$ cat src/rtl/dma_ch_apb_regif.sv
// dma_ch_apb_regif: APB4 completer for one DMA channel's register block.
// Optional `CH_WRITE_PROTECT_EN: config writes (0x008-0x088) are rejected while the channel is enabled.
module dma_ch_apb_regif #(
    parameter int WIDTH   = 32,
    parameter int ADDR_W  = 12,
    parameter int RD_WAIT = 1
) (
    input  logic                 clk,
    input  logic                 resetn,
    input  logic                 PSEL,
    input  logic                 PENABLE,
    input  logic                 PWRITE,
    input  logic [ADDR_W-1:0]    PADDR,
    input  logic [WIDTH-1:0]     PWDATA,
    input  logic [WIDTH/8-1:0]   PSTRB,
    output logic                 PREADY,
    output logic [WIDTH-1:0]     PRDATA,
    output logic                 PSLVERR,
    output logic [WIDTH*15-1:0]  data_out,
    output logic [WIDTH-1:0]     cfg_WRKREGPTR,
    input  logic [WIDTH*12-1:0]  chn_reg_in,
    input  logic [WIDTH*3-1:0]   src_des_xsize_in,
    input  logic [WIDTH-1:0]     wrkregval_in,
    input  logic                 ch_enabled
);
    typedef enum logic {IDLE, ACCESS} state_t;
    state_t            state, state_nx;
    logic [1:0]        cnt, cnt_nx;
    logic [WIDTH-1:0]  sh [2:15];
    logic [WIDTH-1:6]  cmd_hi;
    logic [5:0]        cmd_p;
    logic [3:0]        st_p;
    logic [WIDTH-1:0]  rd_q, rd_d, wmask, wdata;
    logic [3:0]        widx;
    logic              mapped, ro, prot, err, commit;
    logic [ADDR_W-1:0] addr;
    assign addr  = {PADDR[ADDR_W-1:2], 2'b00};
    assign wdata = PWDATA & wmask;
    for (genvar b = 0; b < WIDTH/8; b++) begin : g_mask
        assign wmask[8*b +: 8] = {8{PSTRB[b]}};
    end
    // widx: write-image word (0..14) or 15 for WRKREGPTR; ro marks read-only words
    always_comb begin
        widx   = '0;
        mapped = 1'b1;
        ro     = 1'b0;
        rd_d   = '0;
        case (addr)
            ADDR_W'('h000): rd_d = chn_reg_in[11*WIDTH +: WIDTH];
            ADDR_W'('h004): begin widx = 4'd1;  rd_d = chn_reg_in[10*WIDTH +: WIDTH]; end
            ADDR_W'('h008): begin widx = 4'd2;  rd_d = sh[2]; end
            ADDR_W'('h00C): begin widx = 4'd3;  rd_d = chn_reg_in[9*WIDTH +: WIDTH]; end
            ADDR_W'('h010): begin widx = 4'd4;  rd_d = src_des_xsize_in[2*WIDTH +: WIDTH]; end
            ADDR_W'('h018): begin widx = 4'd5;  rd_d = src_des_xsize_in[WIDTH +: WIDTH]; end
            ADDR_W'('h020): begin widx = 4'd6;  rd_d = src_des_xsize_in[0 +: WIDTH]; end
            ADDR_W'('h028): begin widx = 4'd7;  rd_d = chn_reg_in[8*WIDTH +: WIDTH]; end
            ADDR_W'('h02C): begin widx = 4'd8;  rd_d = chn_reg_in[7*WIDTH +: WIDTH]; end
            ADDR_W'('h030): begin widx = 4'd9;  rd_d = chn_reg_in[6*WIDTH +: WIDTH]; end
            ADDR_W'('h038): begin widx = 4'd10; rd_d = chn_reg_in[5*WIDTH +: WIDTH]; end
            ADDR_W'('h04C): begin widx = 4'd11; rd_d = chn_reg_in[4*WIDTH +: WIDTH]; end
            ADDR_W'('h050): begin widx = 4'd12; rd_d = chn_reg_in[3*WIDTH +: WIDTH]; end
            ADDR_W'('h054): begin widx = 4'd13; rd_d = chn_reg_in[2*WIDTH +: WIDTH]; end
            ADDR_W'('h078): begin widx = 4'd14; rd_d = chn_reg_in[WIDTH +: WIDTH]; end
            ADDR_W'('h088): begin widx = 4'd15; rd_d = sh[15]; end
            ADDR_W'('h08C): begin ro = 1'b1;    rd_d = wrkregval_in; end
            ADDR_W'('h090): begin ro = 1'b1;    rd_d = chn_reg_in[0 +: WIDTH]; end
            default:        mapped = 1'b0;
        endcase
    end
`ifdef CH_WRITE_PROTECT_EN
    assign prot = PWRITE && ch_enabled && widx >= 4'd2;
`else
    logic unused_ch_enabled;
    assign unused_ch_enabled = ch_enabled;
    assign prot = 1'b0;
`endif
    assign err = !mapped || PADDR[1:0] != 2'b00 || (PWRITE && ro) || prot;
    always_ff @(posedge clk) begin
        if (!resetn) begin
            state <= IDLE;
            cnt   <= '0;
        end else begin
            state <= state_nx;
            cnt   <= cnt_nx;
        end
    end
    always_comb begin
        state_nx = state;
        cnt_nx   = cnt;
        if (state == IDLE) begin
            state_nx = (PSEL && !PENABLE) ? ACCESS : IDLE;
            cnt_nx   = PWRITE ? 2'd0 : 2'(RD_WAIT);
        end else begin
            state_nx = (!PSEL || (PENABLE && cnt == 2'd0)) ? IDLE : ACCESS;
            cnt_nx   = (PSEL && PENABLE && cnt != 2'd0) ? cnt - 2'd1 : cnt;
        end
    end
    always_comb begin
        PREADY  = resetn && state == ACCESS && PSEL && PENABLE && cnt == 2'd0;
        PSLVERR = PREADY && err;
        PRDATA  = (PREADY && !err && !PWRITE) ? rd_q : '0;
        commit  = PREADY && PWRITE && !err;
    end
    // command and W1C bits are single-cycle pulses; everything else is a byte-masked shadow
    always_ff @(posedge clk) begin
        if (!resetn) begin
            rd_q   <= '0;
            cmd_hi <= '0;
            cmd_p  <= '0;
            st_p   <= '0;
            for (int i = 2; i < 16; i++) sh[i] <= '0;
        end else begin
            rd_q  <= rd_d;
            cmd_p <= (commit && widx == 4'd0) ? wdata[5:0] : '0;
            st_p  <= (commit && widx == 4'd1) ? wdata[19:16] : '0;
            if (commit && widx == 4'd0) cmd_hi <= (cmd_hi & ~wmask[WIDTH-1:6]) | wdata[WIDTH-1:6];
            for (int i = 2; i < 16; i++)
                if (commit && widx == 4'(i)) sh[i] <= (sh[i] & ~wmask) | wdata;
        end
    end
    assign data_out[0 +: WIDTH]     = {cmd_hi, cmd_p};
    assign data_out[WIDTH +: WIDTH] = WIDTH'({st_p, 16'h0000});
    for (genvar g = 2; g < 15; g++) begin : g_img
        assign data_out[g*WIDTH +: WIDTH] = sh[g];
    end
    assign cfg_WRKREGPTR = sh[15];
endmodule

$ cat config.mk
export PLATFORM = sky130hd
export DESIGN_NAME = dma_ch_apb_regif
export DESIGN_NICKNAME = d
export VERILOG_FILES = /design/src/rtl/dma_ch_apb_regif.sv
export SDC_FILE = /design/constraint.sdc
export NUM_CORES = 1
export LEC_CHECK = 0
export ABC_AREA = 1
export CAP_MARGIN = 10
export CELL_PAD_IN_SITES_DETAIL_PLACEMENT = 1
export CELL_PAD_IN_SITES_GLOBAL_PLACEMENT = 1
export CORE_AREA = 2 2 430 432
export DETAILED_ROUTE_END_ITERATION = 8
export DIE_AREA = 0 0 432 434
export PLACE_DENSITY_LB_ADDON = 0.1
export REMOVE_ABC_BUFFERS = 1
export SLEW_MARGIN = 5
export SYNTH_ARGS = -nofsm -noshare
export SYNTH_HDL_FRONTEND = slang
export SYNTH_SLANG_ARGS = --single-unit
$ cat constraint.sdc
create_clock -name clk -period 5.93 [get_ports clk]
set_input_delay 1.186 -clock clk [delete_from_list [all_inputs] [get_ports clk]]
set_output_delay 1.186 -clock clk [all_outputs]
set_load 0.01 [all_outputs]
==> key figures <==
Final layout
  – Number of nets in the finished design: 4294
  – Non-Filler Instances: 6193
  – Leading cell type in the layout, fill and taps excluded: sky130_fd_sc_hd__clkdlybuf4s50_1
  – Fraction of final layout cells sized beyond drive strength 1: a little under an eighth
  – Layout overhead on the synthesized area: 59.95%
  – Number of filler instances in the final layout: roughly 21000
  – Leading cell types in the layout, fill and taps excluded: sky130_fd_sc_hd__clkdlybuf4s50_1, sky130_fd_sc_hd__a21oi_1, sky130_fd_sc_hd__edfxtp_1

Setup path
  – CP max-delay cell: sky130_fd_sc_hd__clkdlybuf4s50_1
  – Start point of the critical path: PADDR[3]
  – CP top delay family: buffers and inverters
  – Sort of element at the start of the critical path: input pin
  – Data arrival time of the worst path: slightly above 4 ns
  – Startpoint of the worst register-to-register path: cnt[0]$_SDFFE_PN0P_
  – Cells along the critical path: clkdlybuf4s50_1 > nor2_1 > nand2_1 > nor2_4 > nor2_1 > nand2_2 > nor2_2 > nand3_4 > nand4_1 > buf_4 > nor2_1 > clkdlybuf4s50_1
  – Highest cell delay on the worst timing path: 0.62 ns
  – Setup Crit Path Kind: input pin to output port
  – Worst Path Required: 4.74 ns
  – Endpoint type of the worst setup path: output port
  – Cell mode on critical path: sky130_fd_sc_hd__nor2_1
  – Reg2reg setup slack: 2.70 ns
  – Reg2reg end: sh[0][302]$_SDFFCE_PN0P_
  – Maximum fanout count along the critical path: 32
  – Worst-case reg-to-reg path depth: 11
  – Critical path buffer and inverter count: 3

Drt
  – Antenna viol nets, final: 0
  – DRC violations left: 0
  – Total number of vias: 26240
  – Starting DRT DRC Count: 1436
  – Average vias per placed instance: 4.236
  – First-pass detailed-route iteration total: 5
  – Post-detailed-route wirelength per cell: 32.01 um
  – Total wire length after detailed routing: about 200000 um

Floorplan
  – Site Rows: ~160
  – Vertical extent of the die: 434 um
  – Area inside the core boundary: 182500 um2
  – Total Die Area: around 190000 um2
  – DIE WIDTH: around 430 um
  – Initial standard-cell utilization of the core: between 10 and 15%
  – Num ports: 1112

Placement
  – Final HPWL from detailed placement: 144300 um
  – Port-buffer cells: 1082
  – Cells after DPL: 6032
  – RD Place Congestion: 0.8225

STA
  – Headroom to the max-slew limit: 22.99%
  – Least-Margin Pin Slew: 1.154 ns
  – Pins over their slew limit: 0
  – Final setup violating endpoints: 0
  – Final period demand of the worst path: 5.314 ns
  – Highest attainable clock frequency: 188.2 MHz
  – Number of hold violations in the final report: 0
  – Setup repair after global routing missed its margin: false
  – Tcrit/Tclk final: 89.62%
  – Fin Clk Skew: 0.02395 ns

Pwr
  – Power per standard cell area: 235.1 nW/um2
  – Post-layout power: roughly 10 mW
  – Maximum vdd ir drop: slightly below 0.2 mV
  – Static leakage: 14.32 nW

Clock tree
  – Clock-pin transition on the worst setup and hold timing paths: roughly 0.060 ns
  – Number of sinks driven by the clock tree: 519
  – TritonCTS buffer count: 78
  – Number of setup buffers added after CTS: 0
  – H-tree depth reported by CTS: 3
  – Cell at the root of the clock tree: sky130_fd_sc_hd__clkbuf_16
  – Number of hold buffers added after cts: 0
  – CTS tree: done
  – Later-pin clock latency in the skew report: 0.70 ns
  – CTS-repair resized insts: 0
  – Clk buf depth: 3

Global routing
  – Global-route total usage across every layer: 20.34%
  – Largest net degree at the start of global routing: 92
  – First-pass GRT wire length: 260200 um
  – Congestion Overflow GR: 0
  – Initial antenna violation count: 45
  – Vias in the first global route: 27200

Job
  – Max Cap Viol: 0

Status
  – Run status: completed

Min path
  – Hold Path Stages: 2
  – Type of the most critical hold path: flip-flop to flip-flop

Synth
  – Sequential element share of the synthesized area: 55.15%
  – Flops & latches, synth: 519
  – Post-synth cell types: 36
  – Count of synthesis-stage warnings from yosys: 0
  – Mean area per synthesized cell: 9.862 um2
  – Cells after synthesis: around 2700
  – Synthesized area: approximately 27000 um2
## power by group
group | switching, mW | leakage, nW | internal, mW | total, mW
registers | 0.0800 | 5.19 | 4.06 | 4.14
logic | 0.653 | 7.92 | 0.603 | 1.26
clock network | 2.00 | 1.21 | 2.75 | 4.74
total | 2.73 | 14.3 | 7.41 | 10.1
## worst min-delay path, delay by kind of cell, from the launching register on
kind | cells | cell delay [ns]
DFF | 1 | 0.32
and+or+nand+nor | 2 | 0.13
## cell type report
type / count / area (um2) / area share (%)
Clock buffer: 94 / 2022 / 4.687
Sequential cell: 519 / 14870 / 34.48
Tap cell: 2385 / 2984 / 6.917
Antenna cell: 17 / 42.54 / 0.09861
Inverter: 138 / 533.0 / 1.235
Clock inverter: 50 / 478.0 / 1.108
Timing Repair Buffer: 1162 / 11590 / 26.87
Multi-Input combinational cell: 1828 / 10620 / 24.61
## worst max-delay path by stage
stage,end,slack [ns],depth (start not counted)
global placement,PRDATA[5],0.66,12
floorplan,sh[0][384]$_SDFFCE_PN0P_,-14.28,6
finish,PRDATA[5],0.62,12
CTS,PRDATA[5],0.61,12
global route,PRDATA[5],0.43,12
detailed placement,PRDATA[5],0.62,12
## registers in the layout, summed over array words and instances (netlist names), named ones only
signal and cells:
sh 448, state 1, cmd_p 6, st_p 4
cnt 2, rd_q 32
## metal layers
layer	wire, um	global-route usage (%)	vias up
met3	10570	4.345	208
met2	106000	38.18	839
li1	-	-	11910
met5	0	0	-
met4	5665	6.231	0
met1	75960	22.69	13280
## per-stage QoR
step / instance area [um2] / hold WS, ns / TNS, ns / utilization, % / worst slack, ns
floorplan: 25750 / 0.4689 / -5103.17 / - / -14.28
global placement: 40600 / 0.4694 / 0 / 22.25 / 0.6635
detailed placement: 40600 / 0.4747 / 0 / 22.25 / 0.6187
CTS: 43100 / 0.4886 / 0 / 23.62 / 0.6116
global route: 43120 / 0.5015 / 0 / 23.63 / 0.4255
finish: 43140 / 0.4851 / 0 / 23.64 / 0.6158
## Yosys cell counts
library cell	number	share of area [%]
sky130_fd_sc_hd__nor2_1	287	4.0
sky130_fd_sc_hd__nand4_2	1	0.046
sky130_fd_sc_hd__nor2_2	18	0.42
sky130_fd_sc_hd__nor4_2	2	0.093
sky130_fd_sc_hd__nand3_4	2	0.13
sky130_fd_sc_hd__buf_4	30	0.84
sky130_fd_sc_hd__a22oi_1	9	0.25
sky130_fd_sc_hd__a221oi_1	29	0.94
sky130_fd_sc_hd__a211oi_1	1	0.028
sky130_fd_sc_hd__buf_2	25	0.46
sky130_fd_sc_hd__conb_1	1	0.014
sky130_fd_sc_hd__buf_6	18	0.75
sky130_fd_sc_hd__dfxtp_1	71	5.3
sky130_fd_sc_hd__inv_4	1	0.023
sky130_fd_sc_hd__edfxtp_1	448	50
sky130_fd_sc_hd__nor4_1	3	0.070
sky130_fd_sc_hd__o21a_1	1	0.028
sky130_fd_sc_hd__nand3_1	78	1.4
sky130_fd_sc_hd__inv_2	8	0.11
sky130_fd_sc_hd__buf_1	10	0.14
sky130_fd_sc_hd__o21ai_0	17	0.32
sky130_fd_sc_hd__nand4_1	30	0.70
sky130_fd_sc_hd__ha_1	1	0.046
sky130_fd_sc_hd__nand2_4	1	0.042
sky130_fd_sc_hd__a21oi_1	486	9.0
sky130_fd_sc_hd__nor2_4	5	0.21
sky130_fd_sc_hd__a32o_1	18	0.67
sky130_fd_sc_hd__nand3_2	4	0.15
sky130_fd_sc_hd__nor3_1	241	4.5
sky130_fd_sc_hd__nand2_2	3	0.070
sky130_fd_sc_hd__a22o_1	154	5.0
sky130_fd_sc_hd__inv_1	123	1.7
sky130_fd_sc_hd__nor3_2	181	6.7
sky130_fd_sc_hd__nand2_1	228	3.2
sky130_fd_sc_hd__clkbuf_1	194	2.7
sky130_fd_sc_hd__clkinv_1	6	0.083
## logic make-up after synthesis
logic type      after synthesis  synth area share (%)
simple gates               1084                 21.72
buf+inv                     415                 6.819
compound gates              715                 16.25
fa+ha+maj                     1               0.04638
other cells                   1               0.01390
flops                       519                 55.15
Note: power is estimated with default switching activity, not from simulation.
